### src/rtl/uart_cmd_rx.sv
// uart_cmd_rx: UART receiver plus 4-byte frame parser (0x55, addr, data, sum)
//   that writes the scope control registers.
// Latency: cfg_update / cmd_err arrive 2 cycles after the SUM stop-bit sample.
// Backpressure: none; the serial line cannot be stalled, so every byte is consumed.
// Ports:
//   Clk, Reset_n            clock, asynchronous active-low reset
//   uart_rx                 serial input, idle high, 8N1 (8E1 with UART_PARITY_EN)
//   trig_level, chan_sel,
//   adc_div, run            control registers
//   cfg_update              1-cycle pulse, a register was written
//   frame_err               1-cycle pulse, bad stop (or parity) bit
//   cmd_err                 1-cycle pulse, bad checksum or unknown address
// Build option: define UART_PARITY_EN to expect an even-parity bit before STOP.
module uart_cmd_rx #(
  parameter int unsigned CLK_FREQ     = 50_000_000,
  parameter int unsigned BAUD         = 115200,
  parameter logic [7:0]  TRIG_DEFAULT = 8'd100
) (
  input  logic       Clk,
  input  logic       Reset_n,
  input  logic       uart_rx,
  output logic [7:0] trig_level,
  output logic [1:0] chan_sel,
  output logic [7:0] adc_div,
  output logic       run,
  output logic       cfg_update,
  output logic       frame_err,
  output logic       cmd_err
);

  localparam int unsigned BAUD_DIV = CLK_FREQ / BAUD;
  localparam int unsigned HALF     = BAUD_DIV / 2;
  localparam int unsigned CW       = $clog2(BAUD_DIV + 1);

  typedef enum logic [2:0] {
    B_IDLE,
    B_START,
    B_DATA,
`ifdef UART_PARITY_EN
    B_PARITY,
`endif
    B_STOP,
    B_BRK       // bad stop bit seen: wait for the line to return high
  } bit_state_t;

  typedef enum logic [1:0] {P_HDR, P_ADDR, P_DATA, P_SUM} parse_state_t;

  // ---------------- input synchroniser ----------------
  logic rx_s1, rx_sync, rx_prev;

  always_ff @(posedge Clk or negedge Reset_n) begin
    if (!Reset_n) begin
      rx_s1   <= 1'b1;
      rx_sync <= 1'b1;
      rx_prev <= 1'b1;
    end else begin
      rx_s1   <= uart_rx;
      rx_sync <= rx_s1;
      rx_prev <= rx_sync;
    end
  end

  // ---------------- bit receiver ----------------
  bit_state_t    b_state, b_nxt;
  logic [CW-1:0] cnt;
  logic [2:0]    bit_idx;
  logic [7:0]    shreg;
  logic          tick, par_ok;
  logic          byte_vld, byte_vld_nxt, ferr_nxt;

  // START waits half a bit to land mid-bit; later states wait a full bit.
  assign tick = (b_state == B_START) ? (cnt == CW'(HALF - 1))
                                     : (cnt == CW'(BAUD_DIV - 1));

  always_ff @(posedge Clk or negedge Reset_n) begin
    if (!Reset_n) b_state <= B_IDLE;
    else          b_state <= b_nxt;
  end

  always_comb begin
    b_nxt        = b_state;
    byte_vld_nxt = 1'b0;
    ferr_nxt     = 1'b0;
    case (b_state)
      B_IDLE:  if (rx_prev && !rx_sync) b_nxt = B_START;
      B_START: if (tick) b_nxt = rx_sync ? B_IDLE : B_DATA;   // high = glitch
      B_DATA: begin
        if (tick && bit_idx == 3'd7) begin
`ifdef UART_PARITY_EN
          b_nxt = B_PARITY;
`else
          b_nxt = B_STOP;
`endif
        end
      end
`ifdef UART_PARITY_EN
      B_PARITY: if (tick) b_nxt = B_STOP;
`endif
      B_STOP: begin
        if (tick) begin
          if (rx_sync && par_ok) begin
            byte_vld_nxt = 1'b1;
            b_nxt        = B_IDLE;
          end else begin
            ferr_nxt = 1'b1;
            b_nxt    = rx_sync ? B_IDLE : B_BRK;
          end
        end
      end
      B_BRK:   if (rx_sync) b_nxt = B_IDLE;
      default: b_nxt = B_IDLE;
    endcase
  end

  always_ff @(posedge Clk or negedge Reset_n) begin
    if (!Reset_n) begin
      cnt       <= '0;
      bit_idx   <= '0;
      shreg     <= '0;
      byte_vld  <= 1'b0;
      frame_err <= 1'b0;
    end else begin
      if (b_state == B_IDLE || b_state == B_BRK || tick) cnt <= '0;
      else                                                cnt <= cnt + CW'(1);
      if (b_state == B_START)              bit_idx <= '0;
      else if (b_state == B_DATA && tick)  bit_idx <= bit_idx + 3'd1;
      if (b_state == B_DATA && tick)       shreg <= {rx_sync, shreg[7:1]};
      byte_vld  <= byte_vld_nxt;
      frame_err <= ferr_nxt;
    end
  end

`ifdef UART_PARITY_EN
  // Even parity: the parity bit equals the XOR of the data bits.
  always_ff @(posedge Clk or negedge Reset_n) begin
    if (!Reset_n)                          par_ok <= 1'b1;
    else if (b_state == B_PARITY && tick)  par_ok <= (rx_sync == ^shreg);
  end
`else
  assign par_ok = 1'b1;
`endif

  // ---------------- frame parser ----------------
  parse_state_t p_state, p_nxt;
  logic [7:0]   addr_q, data_q, sum;
  logic         wr, cerr;

  assign sum = addr_q + data_q;

  always_ff @(posedge Clk or negedge Reset_n) begin
    if (!Reset_n) p_state <= P_HDR;
    else          p_state <= p_nxt;
  end

  always_comb begin
    p_nxt = p_state;
    wr    = 1'b0;
    cerr  = 1'b0;
    if (frame_err) begin
      p_nxt = P_HDR;
    end else if (byte_vld) begin
      case (p_state)
        P_HDR:  if (shreg == 8'h55) p_nxt = P_ADDR;
        P_ADDR: p_nxt = P_DATA;
        P_DATA: p_nxt = P_SUM;
        default: begin
          p_nxt = P_HDR;
          if (shreg == sum && addr_q >= 8'h01 && addr_q <= 8'h04) wr   = 1'b1;
          else                                                    cerr = 1'b1;
        end
      endcase
    end
  end

  always_ff @(posedge Clk or negedge Reset_n) begin
    if (!Reset_n) begin
      addr_q     <= '0;
      data_q     <= '0;
      trig_level <= TRIG_DEFAULT;
      chan_sel   <= '0;
      adc_div    <= 8'd1;
      run        <= 1'b0;
      cfg_update <= 1'b0;
      cmd_err    <= 1'b0;
    end else begin
      if (byte_vld && p_state == P_ADDR) addr_q <= shreg;
      if (byte_vld && p_state == P_DATA) data_q <= shreg;
      cfg_update <= wr;
      cmd_err    <= cerr;
      if (wr) begin
        case (addr_q)
          8'h01:   trig_level <= data_q;
          8'h02:   chan_sel   <= data_q[1:0];
          8'h03:   adc_div    <= (data_q == 8'd0) ? 8'd1 : data_q;  // divider of 0 would stall ADC_Clk
          8'h04:   run        <= data_q[0];
          default: ;
        endcase
      end
    end
  end

endmodule

### config.mk
export PLATFORM = sky130hd
export DESIGN_NAME = uart_cmd_rx
export DESIGN_NICKNAME = d
export VERILOG_FILES = /design/src/rtl/uart_cmd_rx.sv
export SDC_FILE = /design/constraint.sdc
export NUM_CORES = 1
export LEC_CHECK = 0
export CORE_ASPECT_RATIO = 1.4
export CORE_MARGIN = 4
export CORE_UTILIZATION = 47
export DETAILED_ROUTE_END_ITERATION = 8
export PLACE_DENSITY = 0.66
export SYNTH_ARGS = -nofsm -noshare
export SYNTH_HDL_FRONTEND = slang
export SYNTH_SLANG_ARGS = --single-unit
### constraint.sdc
create_clock -name Clk -period 6.9 [get_ports Clk]
set_input_delay 1.38 -clock Clk [delete_from_list [all_inputs] [get_ports Clk]]
set_output_delay 1.38 -clock Clk [all_outputs]
set_load 0.01 [all_outputs]
## Word level (Yosys, flattened, before mapping)

Index checks and enable logic that the tools add are counted.

| word-level totals | value |
|---|---|
| flip-flop bits (word level) | 67 |

| cells by class | value |
|---|---|
| add/sub/neg operators | 3 |
| order comparisons | 2 |
| eq/ne operators | 21 |
| multiplexer cells | 31 |
| reduce and logical (&&, ||, !) cells | 22 |

Operators by type and width:

| operator | count |
|---|---|
| 3-bit two-way mux | 8 |
| 8-bit by 2-bit equality test with 1-bit output, second input constant | 2 |
| 1-bit two-way mux | 15 |
| 3-bit case mux with 5 select lines | 1 |
| 2-bit inequality test, second input constant | 5 |
| 2-bit AND reduction | 5 |
| 9-bit by 1-bit adder with 9-bit output, second input constant | 1 |
| 9-bit by 8-bit equality test with 1-bit output, second input constant | 1 |
| 9-bit equality test, second input constant | 1 |
| 9-bit two-way mux | 1 |
| 8-bit adder | 1 |
| 8-bit by 1-bit equality test with 1-bit output, second input constant | 1 |
| 8-bit by 3-bit equality test with 1-bit output, second input constant | 1 |
| 8-bit by 7-bit equality test with 1-bit output, second input constant | 1 |
| 8-bit equality test | 1 |
| 8-bit by 1-bit greater-or-equal comparator with 1-bit output, second input constant | 1 |
| 8-bit by 3-bit <= comparator with 1-bit output, second input constant | 1 |
| 8-bit zero test | 1 |
| 2-bit two-way mux | 4 |
| 8-bit two-way mux | 1 |
| 1-bit logical AND | 7 |
| 3-bit by 2-bit equality test with 1-bit output, second input constant | 2 |
| 3-bit equality test, second input constant | 2 |
| 2-bit case mux with 3 select lines | 1 |
| other kinds (12) | 14 |

## Depth between registers and ports, before layout

Gate-level depths: netlist of the first run.

| depth | value |
|---|---|
| depth in word-level cells | 9 |
| gate-level depth with buffers | 8 |
| depth with buffers taken out | 8 |

## Least setup slack after synthesis of the first run

Ideal clock, no wire load.

| timing path | value |
|---|---|
| path kind | reg-to-reg |
| start point | register addr_q[0] |
| end point | register adc_div[1] |
| library setup time | 0.125 ns |
| arrival time | 2.807 ns |
| data required time | 6.775 ns |
| setup slack | 3.968 ns |
| stages on the path, launching flop included | 9 |
| path through | dfrtp_1 -> ha_1 -> fa_1 -> a211oi_2 -> o21bai_1 -> a211oi_1 -> o2111ai_4 -> nor4_4 -> mux2_2 |

| between the ends | value |
|---|---|
| longest elaborated chain between the ends | 9 |

RTL lines:

| element | RTL line | RTL |
|---|---|---|
| start: declaration | 145 | `logic [7:0] addr_q, data_q, sum;` |
| start signal: assignment | 186 | `if (byte_vld && p_state == P_ADDR) addr_q <= shreg;` |
| 8-bit adder | 148 | `assign sum = addr_q + data_q;` |
| 8-bit equality test | 168 | `if (shreg == sum && addr_q >= 8'h01 && addr_q <= 8'h04) wr = 1'b1;` |
| 1-bit logical AND (2 in series) | 168 |  |
| 1-bit two-way mux | 168 |  |
| 1-bit two-way mux | 162 | `case (p_state)` |
| 1-bit two-way mux | 161 | `end else if (byte_vld) begin` |
| 1-bit two-way mux | 159 | `if (frame_err) begin` |
| 2-bit AND reduction (no line) (*) | -- |  |
| end signal: assignment | 194 | `8'h03: adc_div <= (data_q == 8'd0) ? 8'd1 : data_q;` |
| end: declaration | 24 | `output logic [7:0] adc_div,` |

Mark *: on every way between the ends. The rest lies on a longest branch, timed or not.
A chain may end at the register's enable or synchronous reset.

## Final worst setup path of the first run

| timing path | value |
|---|---|
| start point | register addr_q[0] |
| end point | register adc_div[2] |

The elaborated chain is that of the path after synthesis.

==> results of run 1 <==
## sequential cells by signal (all words and copies together) (netlist names)
| signal | flops |
|---|---|
| adc_div | 8 |
| addr_q | 8 |
| b_state | 3 |
| bit_idx | 3 |
| byte_vld | 1 |
| cfg_update | 1 |
| chan_sel | 2 |
| cmd_err | 1 |
| cnt | 9 |
| data_q | 8 |
| frame_err | 1 |
| p_state | 2 |
| run | 1 |
| rx_prev | 1 |
| rx_s1 | 1 |
| rx_sync | 1 |
| shreg | 8 |
| trig_level | 8 |
## layout make-up
cell class / count / area [sq um]
Clock buffer: 11 / 151.4
Sequential cell: 67 / 1685
Timing Repair Buffer: 25 / 242.7
Multi-Input combinational cell: 186 / 1556
Fill cell: 569 / 2826
Tap cell: 92 / 115.1
Inverter: 4 / 15.01
Clock inverter: 5 / 107.6
## cells in the final DEF, fill, tap and decap left out, types with 2 or more instances in the layout
master	n
a211oi_1	2
a21oi_1	2
bufinv_16	3
clkbuf_8	11
clkdlybuf4s50_1	23
dfrtp_1	60
dfstp_2	7
ha_1	14
inv_1	4
mux2_2	42
mux2i_1	5
nand2_1	11
nand2b_1	3
nand3_1	8
nand3b_1	2
nand4_1	2
nor2_1	27
nor3_1	2
nor3b_1	2
nor4_1	2
nor4_4	2
nor4bb_1	4
o21ai_0	9
or2_2	2
or3_1	3
or4bb_1	2
xnor2_1	10
xor2_1	11
## how the worst max path moves through the flow
stage | endpoint | slack (ns)
floorplan | adc_div[1] | 3.97
global placement | adc_div[1] | 3.74
detailed placement | adc_div[3] | 3.70
CTS | adc_div[2] | 3.66
global route | adc_div[7] | 3.46
finish | adc_div[2] | 3.68
## stage by stage
| step | hold slack, ns | setup slack [ns] | power, uW | cell area, sq um | cells |
|---|---|---|---|---|---|
| 6_report | 0.3568 | 3.676 | 905.6 | 3874 | 390 |
| 3_3_place_gp | 0.3460 | 3.741 | 501.5 | 3615 | 374 |
| 5_1_grt | 0.3670 | 3.463 | 947.7 | 3874 | 390 |
| 4_1_cts | 0.3582 | 3.663 | 917.2 | 3874 | 390 |
| 3_5_place_dp | 0.3473 | 3.703 | 503.3 | 3615 | 374 |
| 2_1_floorplan | 0.3452 | 3.968 | 483.0 | 3276 | 261 |
## critical path, stage by stage, from the launching register on
cell and delay [ns]:
dfrtp_1 0.43, ha_1 0.25, fa_1 0.42, a211oi_2 0.27
o21bai_1 0.11, a211oi_1 0.43, o2111ai_4 0.21, nor4_4 0.58
mux2_2 0.41
## cell families (layout without fill, tap and decap cells)
logic type	count (synthesis)	count (layout)	synth area share (%)
compound gates	25	25	6.265
xor+xnor	21	21	5.615
fa+ha+maj	15	15	5.959
buf+inv	8	45	1.031
flops	67	67	51.45
mux	47	47	15.97
simple gates	78	78	13.71
## metal layers
metal | wire [um] | track usage (%)
met5 | 0 | 0
met1 | 2515 | 18.82
met2 | 3207 | 28.37
met3 | 182 | 3.613
met4 | 93 | 6.125
## power groups by stage
stage / Combinational (uW) / Clock, uW / Sequential, uW
6_report: 54.8 / 410 / 441
5_1_grt: 65.7 / 437 / 445
4_1_cts: 56.2 / 421 / 440
3_5_place_dp: 56.2 / 0 / 447
3_3_place_gp: 54.2 / 0 / 447
2_1_floorplan: 41.8 / 0 / 441
==> results summary, run 1 <==
The startpoint identified for the worst register-to-register timing path is addr_q[0]. Of the available clock period, the critical path in the final layout requires 46.73%. The register bit total from synthesis came out at 67. The final count of negative-setup-slack endpoints is 0. Global routing used 16.08% of the available tracks. The wire length after detailed routing came out at 5998 um. The highest net fanout along the worst path is 8. Based on the critical path, the design can be clocked at up to 0.3101 GHz. The count of yosys warnings during synthesis is 0.

The growth of design area from synthesis to finish is 18.26%. CTS placed an instance of clkbuf_8 at the clock tree root. The maximum clock path buffer count came out at 2. The worst max-slew margin expressed relative to the limit came out at 45.25%. The internal power of the cells totals 703.3 uW. After synthesis, the share of flip-flops with an asynchronous set or reset is 100.0%. The part of the power in registers came out at 48.7%. The launching instance or port of the critical path is addr_q[0]. The number of antenna violations at the first check in global routing is 0. After detailed routing, the number of remaining DRC violations is 0. The floorplan die height came out at 106.8 um. Once the floorplan was initialized, standard cells occupied 48.89% of the core. The critical path arrival came out at 3.45 ns.

The post-synthesis area per instance is 12.55 sq um. In the final timing run, aggregate negative setup slack is 0 ns. For the pin with the worst max-slew slack, the measured transition is 0.8213 ns.

The worst min-delay path endpoint is rx_sync. In the final design database the tool counted 311 nets. By area the synthesized netlist is led by dfrtp_1 46%, mux2_2 14%, dfstp_2 5.6%, ha_1 5.3%, nor2_1 3.1%. The worst ir drop on vdd came out at 0.0001621 V. The number of primary I/O pins is 25.

Detailed routing inserted a total of 2084 vias. The number of nets still failing antenna checks after routing is 0. The worst setup path is captured at a flip-flop.

The synthesized net count is 279. The reported net switching power is 202.4 uW. The mean routed wirelength per cell is 15.38 um. Sequential elements use 51.45% of the synthesized area.

The number of global-route vias before repair is 2180. The total clock sinks is 67. The most used flip-flop cell after synthesis is dfrtp_1. The number of buffers added for setup after CTS came out at 0.

STA classifies the critical path startpoint as a flip-flop. The count of cell types in the netlist came out at 46. The gate count of the mapped netlist is 261. Setup repair after global routing left no endpoint under its margin. Clock latency on the worst-skew pair, taken at its later pin, is 0.34 ns. The core region is 0.006700 sq mm. The critical path is of the flip-flop to flip-flop type. In this run switching power makes up 22.35% of total power.

The worst hold path depth came out at 0. The number of iterations in the first detailed-routing pass came out at 4. Per report_power, the clock group accounts for 45.3% of the total. The wire length of the first global-routing pass came out at 10500 um. The overall die area is 0.008388 sq mm.

In this run the most critical hold path is launched from rx_s1. The clock transition at the registers of the reported paths is 0.07 ns. The area share of the leading cell type in the synthesized netlist is 45.84%. The CTS H-tree depth is 3. The portion of total power attributed to combinational logic is 6.0%. The flow ran to the end, and the final reports show no timing, DRC or antenna violations. The repair_antennas step left the layout with diodes totalling 0. The areal power density over the cells came out at 233.8 mW/mm^2. The worst register-to-register path ends at adc_div[2]. The most common cell in the synthesized netlist is dfrtp_1. The clock tree from TritonCTS is yes.

The final number of max-transition violations came to 0. From left edge to right edge, the die measures 78.56 um. The detail-routed via count per cell is 5.344.

The number of cells on the worst reg-to-reg path is 8. The worst setup skew after layout came out at 0.01145 ns. The count of buffers inserted at the top-level ports is 24. The total of max-cap violations came out at 0. Routability-driven placement finished with a final weighted congestion of 0.8526.

After clock tree synthesis, the repair step resized 0 gates. The commonest cells after synthesis are 60 x dfrtp_1, 42 x mux2_2, 27 x nor2_1, 14 x ha_1. The number of clock buffers inserted by TritonCTS came out at 9. The utilization after layout is 57.82%. After clock tree synthesis, the flow added hold-fix buffers numbering 0. The number of enable-type register cells in the synthesized netlist came out at 0. Detailed placement finished with a half-perimeter wire length of 4263 um.

The total count of hold-check failures in the final report came to 0. The fraction of final layout cells sized beyond drive strength 1 is 25.17%. The pin count of the biggest net entering global routing is 68. The leakage power summed over all cells is 0.001808 uW.

The biggest area contributor in the post-synthesis netlist is dfrtp_1. Global routing finished with a remaining overflow of 0. The floorplan has 35 rows. At the worst endpoint, the required time is 7.13 ns. The violation count after the first detailed-route iteration is 89.

The setup check on the worst reg-to-reg path leaves a slack of 3.68 ns. The worst hold path belongs to the class flip-flop to flip-flop. After synthesis the cells add up to 0.003276 sq mm. Counting I/O delays and the setup requirement, the final critical path takes 3.224 ns.
Power figures use the tool's default switching activity.
==> run 2: changes to the inputs <==
- clock period: 6.9 -> 3.18 ns (I/O delays scaled with it)
==> results summary, run 2 (same netlist as run 1, synthesis figures left out) <==
The worst max-slew margin expressed relative to the limit is 50.89% (+5.6 points). The buffers plus inverters on the worst setup path came to 2 (+2). The portion of total power attributed to combinational logic came out at 6.7% (+0.7 points). The utilization after layout is 57.80% (about the same).

The worst ir drop on vdd came out at 0.0003298 V (+100%). The worst register-to-register path begins at data_q[0]. The worst setup path is captured at a flip-flop.

The CTS H-tree depth is 3 (unchanged). The final worst-path cycle share came out at 93.99% (+47 points). The width of the chip was 78.56 um (unchanged). The total power draw came out at 1777 uW (+96%).

The overall track demand over capacity in global routing came out at 16.19% (+0.10 points). Walking the worst path, the cells encountered are ha_1, fa_1, a211oi_2, o21bai_1, a211oi_1, buf_4, o2111ai_4, nor4_4, buf_4, mux2_2. The critical path arrival is 3.21 ns (-0.24 ns). The summed negative setup slack over all endpoints is 0 ns (unchanged). The core box area came out at 0.006700 sq mm (unchanged). The number of clock buffers inserted by TritonCTS was 9 (unchanged). The clock share of power was 39.4% (-5.9 points). The number of nets still failing antenna checks after routing was 0 (unchanged).

The reported net switching power was 434.3 uW (+110%). The overflow left after global routing came out at 0 (unchanged). The total via count in the routed design is 2081 (-0.14%). The tree is rooted in a clkbuf_8. The antenna diode count came to 0 (unchanged). The required time of the worst setup path is 3.40 ns (-3.73 ns).

The total clock sinks is 67 (unchanged). The slowest stage of the critical path belongs to the cell dfrtp_1. The detail-routed via count per cell is 5.268 (-1.4%). The floorplan die height is 106.8 um (unchanged). The worst setup skew after layout is 0.009721 ns (-0.001734 ns).

The fraction of final layout cells sized beyond drive strength 1 came to 26.73% (+1.6 points). The hold-fix buffer count after cts came out at 0 (unchanged). The number of design rule violations left after detail routing is 0 (unchanged). The overall die area came out at 0.008388 sq mm (unchanged). Setup repair after global routing left no endpoint under its margin. The worst stage delay on the critical path is 0.45 ns (-0.13 ns).

The kind of start point of the critical path is a flip-flop. The number of iterations in the first detailed-routing pass came to 4 (unchanged). The number of rows created at floorplan came to 35 (unchanged).

The run finished with clean final reports. The switching part of the total was 24.44% (+2.1 points). The detailed-placement wirelength estimate came out at 4402 um (+3.3%). The pin count of the biggest net entering global routing came out at 38 (-44%). The wire length of the first global-routing pass came out at 10630 um (+1.2%). The number of primary I/O pins came out at 25 (unchanged).

The growth of design area from synthesis to finish is 18.22% (about the same). The library cell used most frequently in the layout, excluding fill and tap cells, is dfrtp_1. The maximum operating frequency is 0.3346 GHz (+7.9%). The maximum clock path buffer count is 2 (unchanged).

The internal cell power came out at 1343 uW (+91%). The flop-to-flop setup slack is 0.19 ns (-3.48 ns). The number of instances resized during post-cts repair came to 0 (unchanged). The number of antenna violations at the first check in global routing came out at 0 (unchanged).

The total of max-cap violations is 0 (unchanged). The highest net fanout along the worst path came out at 8 (unchanged). The number of nets in the layout came to 316 (+1.6%). The number of flip-flops in the largest register is 9 (unchanged). The initial standard-cell utilization of the core came to 48.89% (unchanged).

The number of buffers added for setup after CTS is 0 (unchanged). TritonCTS built the clock tree. The top cell types in the final layout, fill and taps aside, are 60 x dfrtp_1, 42 x mux2_2, 27 x nor2_1. The path class of the tightest hold or removal check is primary input to asynchronous set/reset pin.

The critical path is of the flip-flop to flip-flop type. In this run the critical register-to-register path is captured at adc_div[7]. The clock transition at the registers of the reported paths came out at 0.07 ns (about the same). The worst-margin pin slew is 0.7367 ns (-0.08458 ns).

The number of filler instances in the final layout came out at 588 (+3.3%). The final count of negative-setup-slack endpoints came out at 0 (unchanged). The leakage power summed over all cells came out at 0.001807 uW (about the same). cnt holds more flip-flops than any other register. The areal power density over the cells came to 459.0 mW/mm^2 (+96%). The routability congestion estimate was 0.7847 (-8.0%).

The most frequent cell on the critical path is buf_4. The later-pin clock latency in the skew report is 0.33 ns (about the same). The mean routed wirelength per cell is 15.07 um (-2.0%). The wire length after detailed routing is 5952 um (-0.77%). The violation count after the first detailed-route iteration came out at 71 (-20%). The number of cells on the worst reg-to-reg path came to 10 (+2). The total count of hold-check failures in the final report was 0 (unchanged). The count of buffers inserted at the top-level ports came to 24 (unchanged). The final number of max-transition violations is 0 (unchanged).

Among cell families on the critical path, the largest total delay comes from compound AO/OA/AOI/OAI gates. The number of global-route vias before repair is 2178 (-0.092%). The minimum period implied by the final worst setup slack came out at 2.989 ns (-0.2356 ns). The part of the power in registers came to 53.8% (+5.1 points).
## run 2: cell count changes in the layout (fill, tap and decap cells not counted)
| cell | before | now |
|---|---|---|
| nor4_1 | 2 | 1 |
| nor4_2 | 0 | 1 |
| buf_12 | 0 | 1 |
| clkinvlp_4 | 0 | 2 |
| clkinv_2 | 0 | 2 |
| clkbuf_8 | 11 | 10 |
| buf_4 | 1 | 5 |
| bufinv_16 | 3 | 1 |
| clkinv_4 | 1 | 0 |
## run 2: power groups by stage
| stage | sequential [uW] | combinational (uW) | clock (uW) |
|---|---|---|---|
| 5_1_grt | 963 | 140 | 773 |
| 3_3_place_gp | 970 | 119 | 0 |
| 4_1_cts | 955 | 124 | 723 |
| 6_report | 957 | 120 | 701 |
| 2_1_floorplan | 957 | 90.7 | 0 |
| 3_5_place_dp | 969 | 125 | 0 |
## run 2: cell type report
type                       count  area (sq um)  share of cell area [%]
sequential                    67          1685                   43.52
multi-input combinational    186          1563                   40.36
timing repair buffer          30         292.8                   7.561
clock buffer                  10         137.6                   3.554
tap                           92         115.1                   2.973
clock inverter                 6         63.81                   1.648
inverter                       4         15.01                  0.3877
## run 2: how the worst max path moves through the flow
stage,start,endpoint,cells past startpoint
finish,data_q[0],adc_div[7],10
global route,data_q[0],adc_div[5],10
CTS,data_q[0],chan_sel[0],9
detailed placement,addr_q[0],chan_sel[1],9
global placement,data_q[0],adc_div[1],10
floorplan,addr_q[0],adc_div[1],8
## run 2: worst reg2reg max path, stage by stage, from the launching register on
cell,delay (ns)
dfrtp_1,0.45
ha_1,0.24
fa_1,0.42
a211oi_2,0.26
o21bai_1,0.11
a211oi_1,0.25
buf_4,0.17
o2111ai_4,0.17
nor4_4,0.26
buf_4,0.21
mux2_2,0.34
## run 2: through the flow
stage                     std cells  worst slack (ns)  instance area [sq um]  hold WS, ns
final                           395            0.1912                   3872       0.3534
after detailed placement        379            0.1790                   3665       0.3488
after global placement          379            0.2661                   3665       0.3482
after global routing            395           0.03368                   3872       0.3666
after floorplan                 261            0.2485                   3276       0.3404
after CTS                       395            0.1668                   3866       0.3597
## run 2: routing by layer
metal,track usage (%),share of wire (%),up-vias
met5,0,0,-
met4,6.250,1.2,0
met3,5.210,3.3,6
met2,26.73,53,31
met1,19.52,42,1027
li1,-,-,1017
